===== src/rtl/vram_sched.sv =====
// -----------------------------------------------------------------------------
// vram_sched
//   Single-word VRAM access scheduler. The video generator always wins a
//   slot when it asks. Otherwise the non-video requesters (0 = regs,
//   1 = blit, 2 = draw) share the remaining slots round-robin. All outputs
//   are registered. A granted requester sees a one-cycle ack pulse in the
//   same cycle that its command is on the vram_* outputs.
//
// Ports
//   clk            system clock
//   reset_i        asynchronous, active-high reset
//   vgen_sel_i     video generator read request for this cycle (never acked)
//   vgen_addr_i    video generator read address
//   req_sel_i      per-requester access request
//   req_wr_i       per-requester write (1) / read (0)
//   req_wr_mask_i  per-requester nibble write mask, slice [4k+3:4k]
//   req_addr_i     per-requester word address, slice k
//   req_data_i     per-requester write data, slice k
//   req_ack_o      one-cycle accept pulse per requester
//   vram_sel_o     VRAM access strobe
//   vram_wr_o      VRAM write enable
//   vram_wr_mask_o VRAM nibble write mask
//   vram_addr_o    VRAM word address
//   vram_data_o    VRAM write data
//   grant_id_o     slot owner: 0..NREQ-1 = requester, 3 = vgen or idle
// -----------------------------------------------------------------------------
module vram_sched #(
    parameter int NREQ   = 3,
    parameter int ADDR_W = 16,
    parameter int DATA_W = 16
) (
    input  logic                     clk,
    input  logic                     reset_i,
    input  logic                     vgen_sel_i,
    input  logic [ADDR_W-1:0]        vgen_addr_i,
    input  logic [NREQ-1:0]          req_sel_i,
    input  logic [NREQ-1:0]          req_wr_i,
    input  logic [NREQ*4-1:0]        req_wr_mask_i,
    input  logic [NREQ*ADDR_W-1:0]   req_addr_i,
    input  logic [NREQ*DATA_W-1:0]   req_data_i,
    output logic [NREQ-1:0]          req_ack_o,
    output logic                     vram_sel_o,
    output logic                     vram_wr_o,
    output logic [3:0]               vram_wr_mask_o,
    output logic [ADDR_W-1:0]        vram_addr_o,
    output logic [DATA_W-1:0]        vram_data_o,
    output logic [1:0]               grant_id_o
);

    localparam logic [1:0] GID_IDLE = 2'd3;
    localparam logic [1:0] PTR_INIT = 2'(NREQ - 1);

    logic [NREQ-1:0]   req_ack_r;
    logic              vram_sel_r;
    logic              vram_wr_r;
    logic [3:0]        vram_wr_mask_r;
    logic [ADDR_W-1:0] vram_addr_r;
    logic [DATA_W-1:0] vram_data_r;
    logic [1:0]        grant_id_r;
    logic [1:0]        rr_ptr_r;

    logic [NREQ-1:0]   eligible_s;
    logic [1:0]        cand_s;
    logic              win_found_s;
    logic [1:0]        win_idx_s;
    logic              win_wr_s;
    logic [3:0]        win_mask_s;
    logic [ADDR_W-1:0] win_addr_s;
    logic [DATA_W-1:0] win_data_s;
    logic [NREQ-1:0]   win_ack_s;

    // A requester still seeing its ack this cycle has not yet dropped sel,
    // so it must not be granted again.
    assign eligible_s = req_sel_i & ~req_ack_r;

    // Round-robin search starting just after the last granted requester.
    always_comb begin
        win_found_s = 1'b0;
        win_idx_s   = 2'd0;
        cand_s      = 2'd0;
        for (int i = 1; i <= NREQ; i++) begin
            cand_s = 2'((int'(rr_ptr_r) + i) % NREQ);
            if (!win_found_s && eligible_s[cand_s]) begin
                win_found_s = 1'b1;
                win_idx_s   = cand_s;
            end else begin
                win_found_s = win_found_s;
            end
        end
    end

    assign win_wr_s   = req_wr_i[win_idx_s];
    assign win_mask_s = req_wr_mask_i[4*win_idx_s +: 4];
    assign win_addr_s = req_addr_i[ADDR_W*win_idx_s +: ADDR_W];
    assign win_data_s = req_data_i[DATA_W*win_idx_s +: DATA_W];
    assign win_ack_s  = {{(NREQ-1){1'b0}}, 1'b1} << win_idx_s;

    // Command, ack and round-robin pointer registers.
    always_ff @(posedge clk or posedge reset_i) begin
        if (reset_i) begin
            req_ack_r      <= '0;
            vram_sel_r     <= 1'b0;
            vram_wr_r      <= 1'b0;
            vram_wr_mask_r <= 4'h0;
            vram_addr_r    <= '0;
            vram_data_r    <= '0;
            grant_id_r     <= GID_IDLE;
            rr_ptr_r       <= PTR_INIT;
        end else if (vgen_sel_i) begin
            // Video slot: plain read, pointer untouched, write data held.
            req_ack_r      <= '0;
            vram_sel_r     <= 1'b1;
            vram_wr_r      <= 1'b0;
            vram_wr_mask_r <= 4'h0;
            vram_addr_r    <= vgen_addr_i;
            grant_id_r     <= GID_IDLE;
        end else if (win_found_s) begin
            // An all-zero write mask degrades to a harmless read.
            req_ack_r      <= win_ack_s;
            vram_sel_r     <= 1'b1;
            vram_wr_r      <= win_wr_s & (|win_mask_s);
            vram_wr_mask_r <= win_wr_s ? win_mask_s : 4'h0;
            vram_addr_r    <= win_addr_s;
            vram_data_r    <= win_data_s;
            grant_id_r     <= win_idx_s;
            rr_ptr_r       <= win_idx_s;
        end else begin
            // Idle slot: mask/addr/data keep their previous values.
            req_ack_r      <= '0;
            vram_sel_r     <= 1'b0;
            vram_wr_r      <= 1'b0;
            grant_id_r     <= GID_IDLE;
        end
    end

    assign req_ack_o      = req_ack_r;
    assign vram_sel_o     = vram_sel_r;
    assign vram_wr_o      = vram_wr_r;
    assign vram_wr_mask_o = vram_wr_mask_r;
    assign vram_addr_o    = vram_addr_r;
    assign vram_data_o    = vram_data_r;
    assign grant_id_o     = grant_id_r;

endmodule


===== config.mk =====
export PLATFORM = sky130hd
export DESIGN_NAME = vram_sched
export DESIGN_NICKNAME = d
export VERILOG_FILES = /design/src/rtl/vram_sched.sv
export SDC_FILE = /design/constraint.sdc
export NUM_CORES = 1
export LEC_CHECK = 0
export ABC_CLOCK_PERIOD_IN_PS = 5700
export BUFFER_PORTS_ARGS = -buffer_cell sky130_fd_sc_hd__buf_2
export CAP_MARGIN = 20
export CORE_MARGIN = 2
export CORE_UTILIZATION = 48
export CTS_CLUSTER_DIAMETER = 40
export DETAILED_ROUTE_END_ITERATION = 7
export HOLD_SLACK_MARGIN = 0.08
export MAX_ROUTING_LAYER = met4
export PLACE_DENSITY = 0.85
export SYNTH_ARGS = -nofsm -noshare
export SYNTH_HDL_FRONTEND = slang
export SYNTH_SLANG_ARGS = --single-unit

===== constraint.sdc =====
create_clock -name clk -period 5.7 [get_ports clk]
set_input_delay 0.57 -clock clk [delete_from_list [all_inputs] [get_ports clk]]
set_output_delay 0.57 -clock clk [all_outputs]
set_load 0.01 [all_outputs]

==> impl_metrics.toml, run 1 <==
[timing]
tns_ns = 0
fmax_mhz = 300
fin_crit_sh_pct = 58.5
hold_violations = 0
relSlewSlack_pct = 40.1
fin_skew_ns = 0.00930
slew_violations = 0
grt_setup_unrepaired = "no"
finalSetupViolCount = 0
fin_crit_ns = 3.34
finalWorstSetupSlack_ns = 2.36
hold_slack_ns = 0.122
tightest_slew_ns = 0.898

[clock_network]
numCtsBuffers = 5
cts_tree = "done"
cts_buffer_depth = 2
path_clk_slew_ns = 0.08
ctsHoldBuffers = 0
cts_setup_buffers = 0
clock_sinks = 45
post_cts_resized = 0
clk_latency_ns = 0.30
root_buffer = "clkbuf_8"
h-tree-depth = 2

[die]
floorplan.initialDensity_pct = 49.0
die_area_um2 = 7030
die-height_um = 83.8
core_area_um2 = 6240
row_count = 29
boundaryPins = 176
die_w_um = 83.8

[place]
place_congestion = 0.986
preCtsSetupSlack_ns = 2.45
io_buffer_count = 175
place_hpwl_mm = 7.62

[layout]
area_growth_pct = 32.2
n_antenna_cell = 0
drive_gt1_share_pct = 40.6
num-nets-final = 639
finalCoreUtilization_pct = 64.8
multiInputGateArea_um2 = 1740
fill_cells = 544
seq_area_um2 = 1130

[global_routing]
grt.total_usage_pct = 30.8
grt_max_degree = 46
antenna_found_initial = 0
grt_pass1_vias = 3426
grt_pass1_wl_mm = 17.2
grt.overflow.total = 0

[yosys]
synth.distinct_cells = 44
avgSynthCellArea_um2 = 8.67
synth_most_common_cell = "dfrtp_1"
netlist.top_cell.by_area = "dfrtp_1"
syn_inst = 353
yosys_warnings = 0
synth.top_cell.area_share_pct = 34.4
ys.flop_type = "dfrtp_1"
ys_ff_latch = 45
synth_common_cells = "dfrtp_1, o21ai_0, nand3_1, nor3_1, clkbuf_1"
netlist_top_cells_area = "dfrtp_1, o21ai_0, nand3_1, nor3_1, a221o_1"
async_reset_ff_share_pct = 100
synth_edf_count = 0
yosysSeqAreaShare_pct = 36.9
syn_area_um2 = 3060
synth_nets = 490

[pwr]
p_leak_nw = 1.95
finalPower_mw = 2.65
ir_drop_mv = 0.344
power.density_nw_per_um2 = 656

[setup_path]
cp.arrival_ns = 3.52
slowest_stage = "a32oi_2"
path_cells = "ha_1, nor3b_1, a211o_1, a32oi_2, buf_4, nor2_1, o311a_1, o41a_1"
worstPathRequired_ns = 5.88
path_delay_family = "compound AO/OA/AOI/OAI gates"
end_kind = "flip-flop"
slowest_delay_ns = 0.71
critical_path.max_fanout = 21
path_class = "flip-flop to flip-flop"
cp-start-kind = "flip-flop"
critPathBufInv = 1

[detailed_routing]
wl_per_cell_um = 18.7
drtAntennaViolNets = 0
drc = 0
drt-pass1-iter-count = 5
drt-vias-per-instance = 6.26
totalWireLength_mm = 10.8
drt-initial-drc-count = 272
route.vias.total = 3631

[run]
drv_cap = 0

[hold_path]
holdCritPathClass = "primary input to asynchronous set/reset pin"

[outcome]
status = "completed"
[metal layers]
metal | up-vias | GRT usage, % | routed length (um)
li1 | 1677 | - | -
met1 | 1709 | 39.2 | 4260
met2 | 222 | 51.2 | 5370
met3 | 23 | 5.84 | 1020
met4 | 0 | 7.04 | 185
met5 | - | - | 0
[path summary, 6_finish.rpt]
check | slack [ns] | startpoint | endpoint | depth (start not counted)
setup / recovery | 2.36 | rr_ptr_r[1]$_DFFE_PP1P_ | vram_wr_o$_DFF_PP0_ | 8
hold / removal | 0.12 | reset_i | vram_data_o[14]$_DFFE_PP0P_ | 2
setup reg to reg | 2.36 | rr_ptr_r[1]$_DFFE_PP1P_ | vram_wr_o$_DFF_PP0_ | 8
hold reg to reg | 0.48 | vram_data_o[14]$_DFFE_PP0P_ | vram_data_o[14]$_DFFE_PP0P_ | 1
max in group asynchronous | 5.09 | reset_i | grant_id_o[1]$_DFF_PP1_ | 3
min in group clk | 0.48 | vram_data_o[14]$_DFFE_PP0P_ | vram_data_o[14]$_DFFE_PP0P_ | 1
[placed cells by master, fill, tap and decap left out, types with 5 or more instances in the layout]
cell	count
buf_4	6
nor3_1	35
dfrtp_1	42
a21o_1	17
a21oi_1	5
a31oi_1	20
nor3b_1	19
nand3_1	35
buf_2	175
nor2_1	10
o21ai_0	37
a311oi_1	16
a221o_1	16
clkbuf_8	6
inv_1	5
[power breakdown]
part	internal, mW	switching [mW]	total, mW
Combinational	0.681	1.16	1.84
Clock	0.143	0.114	0.258
Sequential	0.476	0.0777	0.554
[kinds of logic (layout without fill, tap and decap cells)]
family	count (synthesis)	count (layout)	synth area share (%)
AO/OA/AOI/OAI	139	139	33.2
flip-flops	45	45	36.9
AND/OR/NAND/NOR	119	119	21.8
adder cells (fa/ha/maj)	4	4	1.64
buffers and inverters	46	196	6.46
[worst reg2reg max path: stages, from the launching register on]
cell and delay (ns):
dfstp_2 0.57, ha_1 0.35, nor3b_1 0.11, a211o_1 0.33
a32oi_2 0.71, buf_4 0.36, nor2_1 0.12, o311a_1 0.31
o41a_1 0.36
[cell type report]
cell class,count,area share [%]
tap,77,2.38
multi-input combinational,262,43.0
timing repair buffer,182,23.3
inverter,6,0.557
clock buffer,7,2.13
sequential,45,27.9
clock inverter,1,0.742
[state kept, by name, summed over array words and instances (netlist names)]
register        cells
vram_wr_mask_o      4
vram_sel_o          1
rr_ptr_r            2
grant_id_o          2
vram_wr_o           1
vram_addr_o        16
vram_data_o        16
req_ack_o           3
[stage by stage]
stage                     std cells  instance area (um^2)
after floorplan                 353                  3060
after global placement          571                  3910
after detailed placement        571                  3910
after CTS                       579                  4030
after global routing            580                  4050
final                           580                  4050
Note: power is estimated with default switching activity, not from simulation.
==> run 2: changes to the inputs <==
- ABC_CLOCK_PERIOD_IN_PS: 5700 -> 3300
- CORE_UTILIZATION: 48 -> 45
- PLACE_DENSITY: 0.85 -> 0.81
- clock period: 5.7 -> 3.3 ns (I/O delays scaled with it)
==> impl_metrics.toml, run 2 (same netlist as run 1, synthesis figures left out) <==
[timing]
relSlewSlack_pct = 33.8
hold_slack_ns = 0.246
hold_violations = 0
finalSetupViolCount = 0
grt_setup_unrepaired = "no"
fin_crit_ns = 3.04
fin_crit_sh_pct = 92.1
fin_skew_ns = 0.0108
slew_violations = 0
tns_ns = 0
fmax_mhz = 329
tightest_slew_ns = 0.989
finalWorstSetupSlack_ns = 0.259

[global_routing]
antenna_found_initial = 0
grt_max_degree = 46
grt_pass1_vias = 3436
grt.total_usage_pct = 28.9
grt.overflow.total = 0
grt_pass1_wl_mm = 16.7

[die]
core_area_um2 = 6680
die_w_um = 86.5
die-height_um = 86.5
boundaryPins = 176
die_area_um2 = 7470
floorplan.initialDensity_pct = 45.8
row_count = 30

[detailed_routing]
totalWireLength_mm = 10.7
drc = 0
wl_per_cell_um = 18.2
drtAntennaViolNets = 0
drt-pass1-iter-count = 5
drt-vias-per-instance = 6.18
drt-initial-drc-count = 296
route.vias.total = 3633

[layout]
fin_area_um2 = 4080
multiInputGateArea_um2 = 1750
fill_cells = 597
seq_area_um2 = 1130
layout_commonest_cell = "buf_2"
final_cell_mix = "buf_2, dfrtp_1, o21ai_0, nand3_1, nor3_1"
instances_no_fill = 588
n_antenna_cell = 0
finalCoreUtilization_pct = 61.0
num-nets-final = 644
area_growth_pct = 33.3
drive_gt1_share_pct = 41.1

[place]
place_congestion = 0.935
io_buffer_count = 175
dp.cells = 578
post_dp_cell_area_um2 = 3950
place_hpwl_mm = 7.76
preCtsSetupSlack_ns = 0.327

[pwr]
ir_drop_mv = 0.678
p_leak_nw = 1.96
finalPower_mw = 4.55
power.density_nw_per_um2 = 1120

[clock_network]
cts_tree = "done"
path_clk_slew_ns = 0.10
cts_buffer_depth = 2
numCtsBuffers = 5
h-tree-depth = 2
root_buffer = "clkbuf_8"
clock_sinks = 45
clk_latency_ns = 0.31
post_cts_resized = 0

[setup_path]
slowest_delay_ns = 0.56
cp-start-kind = "flip-flop"
ff2ff_setup_slack_ns = 0.26
r2r-end = "vram_wr_o$_DFF_PP0_"
r2r.worst_path.cells = 8
r2r-start = "rr_ptr_r[1]$_DFFE_PP1P_"
path_cells = "ha_1, nor3b_1, a211o_1, a32oi_2, buf_4, o2111ai_1, a31oi_1, o41a_1"
critical_path.max_fanout = 15
end_kind = "flip-flop"
worstPathRequired_ns = 3.54
cp.arrival_ns = 3.28
path_class = "flip-flop to flip-flop"
slowest_stage = "dfstp_2"

[hold_path]
holdCritPathClass = "primary input to flip-flop"
hold_start = "vgen_addr_i[6]"
worstHoldEndpoint = "vram_addr_o[6]$_DFFE_PP0P_"
holdPathStages = 2

[run]
drv_cap = 0

[outcome]
status = "completed"
==> run 2: power breakdown <==
part	internal [mW]	switching (mW)
clock	0.171	0.218
combinational	1.23	1.97
sequential	0.822	0.133
==> run 2: repair_timing <==
action	CTS	global route
buffers inserted	0	0
hold buffers	0	1
endpoints found under the hold margin	0	3
==> run 2: per-layer routing <==
| metal | vias up | routed length, um | part of all wire (%) | track usage [%] |
|---|---|---|---|---|
| met3 | 28 | 940 | 8.8 | 3.90 |
| met4 | 0 | 229 | 2.1 | 8.66 |
| met1 | 1710 | 4240 | 40 | 37.6 |
| met5 | - | 0 | 0 | - |
| li1 | 1681 | - | - | - |
| met2 | 214 | 5280 | 49 | 47.1 |
==> run 2: worst max-delay path by stage <==
stage                                       start                   to  slack [ns]  cells past startpoint
after floorplan           rr_ptr_r[1]$_DFFE_PP1P_  vram_wr_o$_DFF_PP0_        0.59                      9
after global placement    rr_ptr_r[1]$_DFFE_PP1P_  vram_wr_o$_DFF_PP0_        0.41                      8
after detailed placement  rr_ptr_r[1]$_DFFE_PP1P_  vram_wr_o$_DFF_PP0_        0.33                      8
after CTS                 rr_ptr_r[1]$_DFFE_PP1P_  vram_wr_o$_DFF_PP0_        0.30                      8
after global routing      rr_ptr_r[1]$_DFFE_PP1P_  vram_wr_o$_DFF_PP0_       0.007                      8
final                     rr_ptr_r[1]$_DFFE_PP1P_  vram_wr_o$_DFF_PP0_        0.26                      8
==> run 2: cell type report <==
type,count,area share (%)
timing repair buffer,187,24.1
clock buffer,6,2.03
clock inverter,2,0.338
multi-input combinational,262,42.8
inverter,6,0.552
sequential,45,27.7
tap,80,2.46
==> run 2: critical path: cells and delay by family, from the launching register on <==
kind	cells	cell delay, ns
AOI/OAI and AO/OA	5	1.66
adders and majority gates	1	0.35
buffers and inverters	1	0.30
DFF	1	0.56
and+or+nand+nor	1	0.10
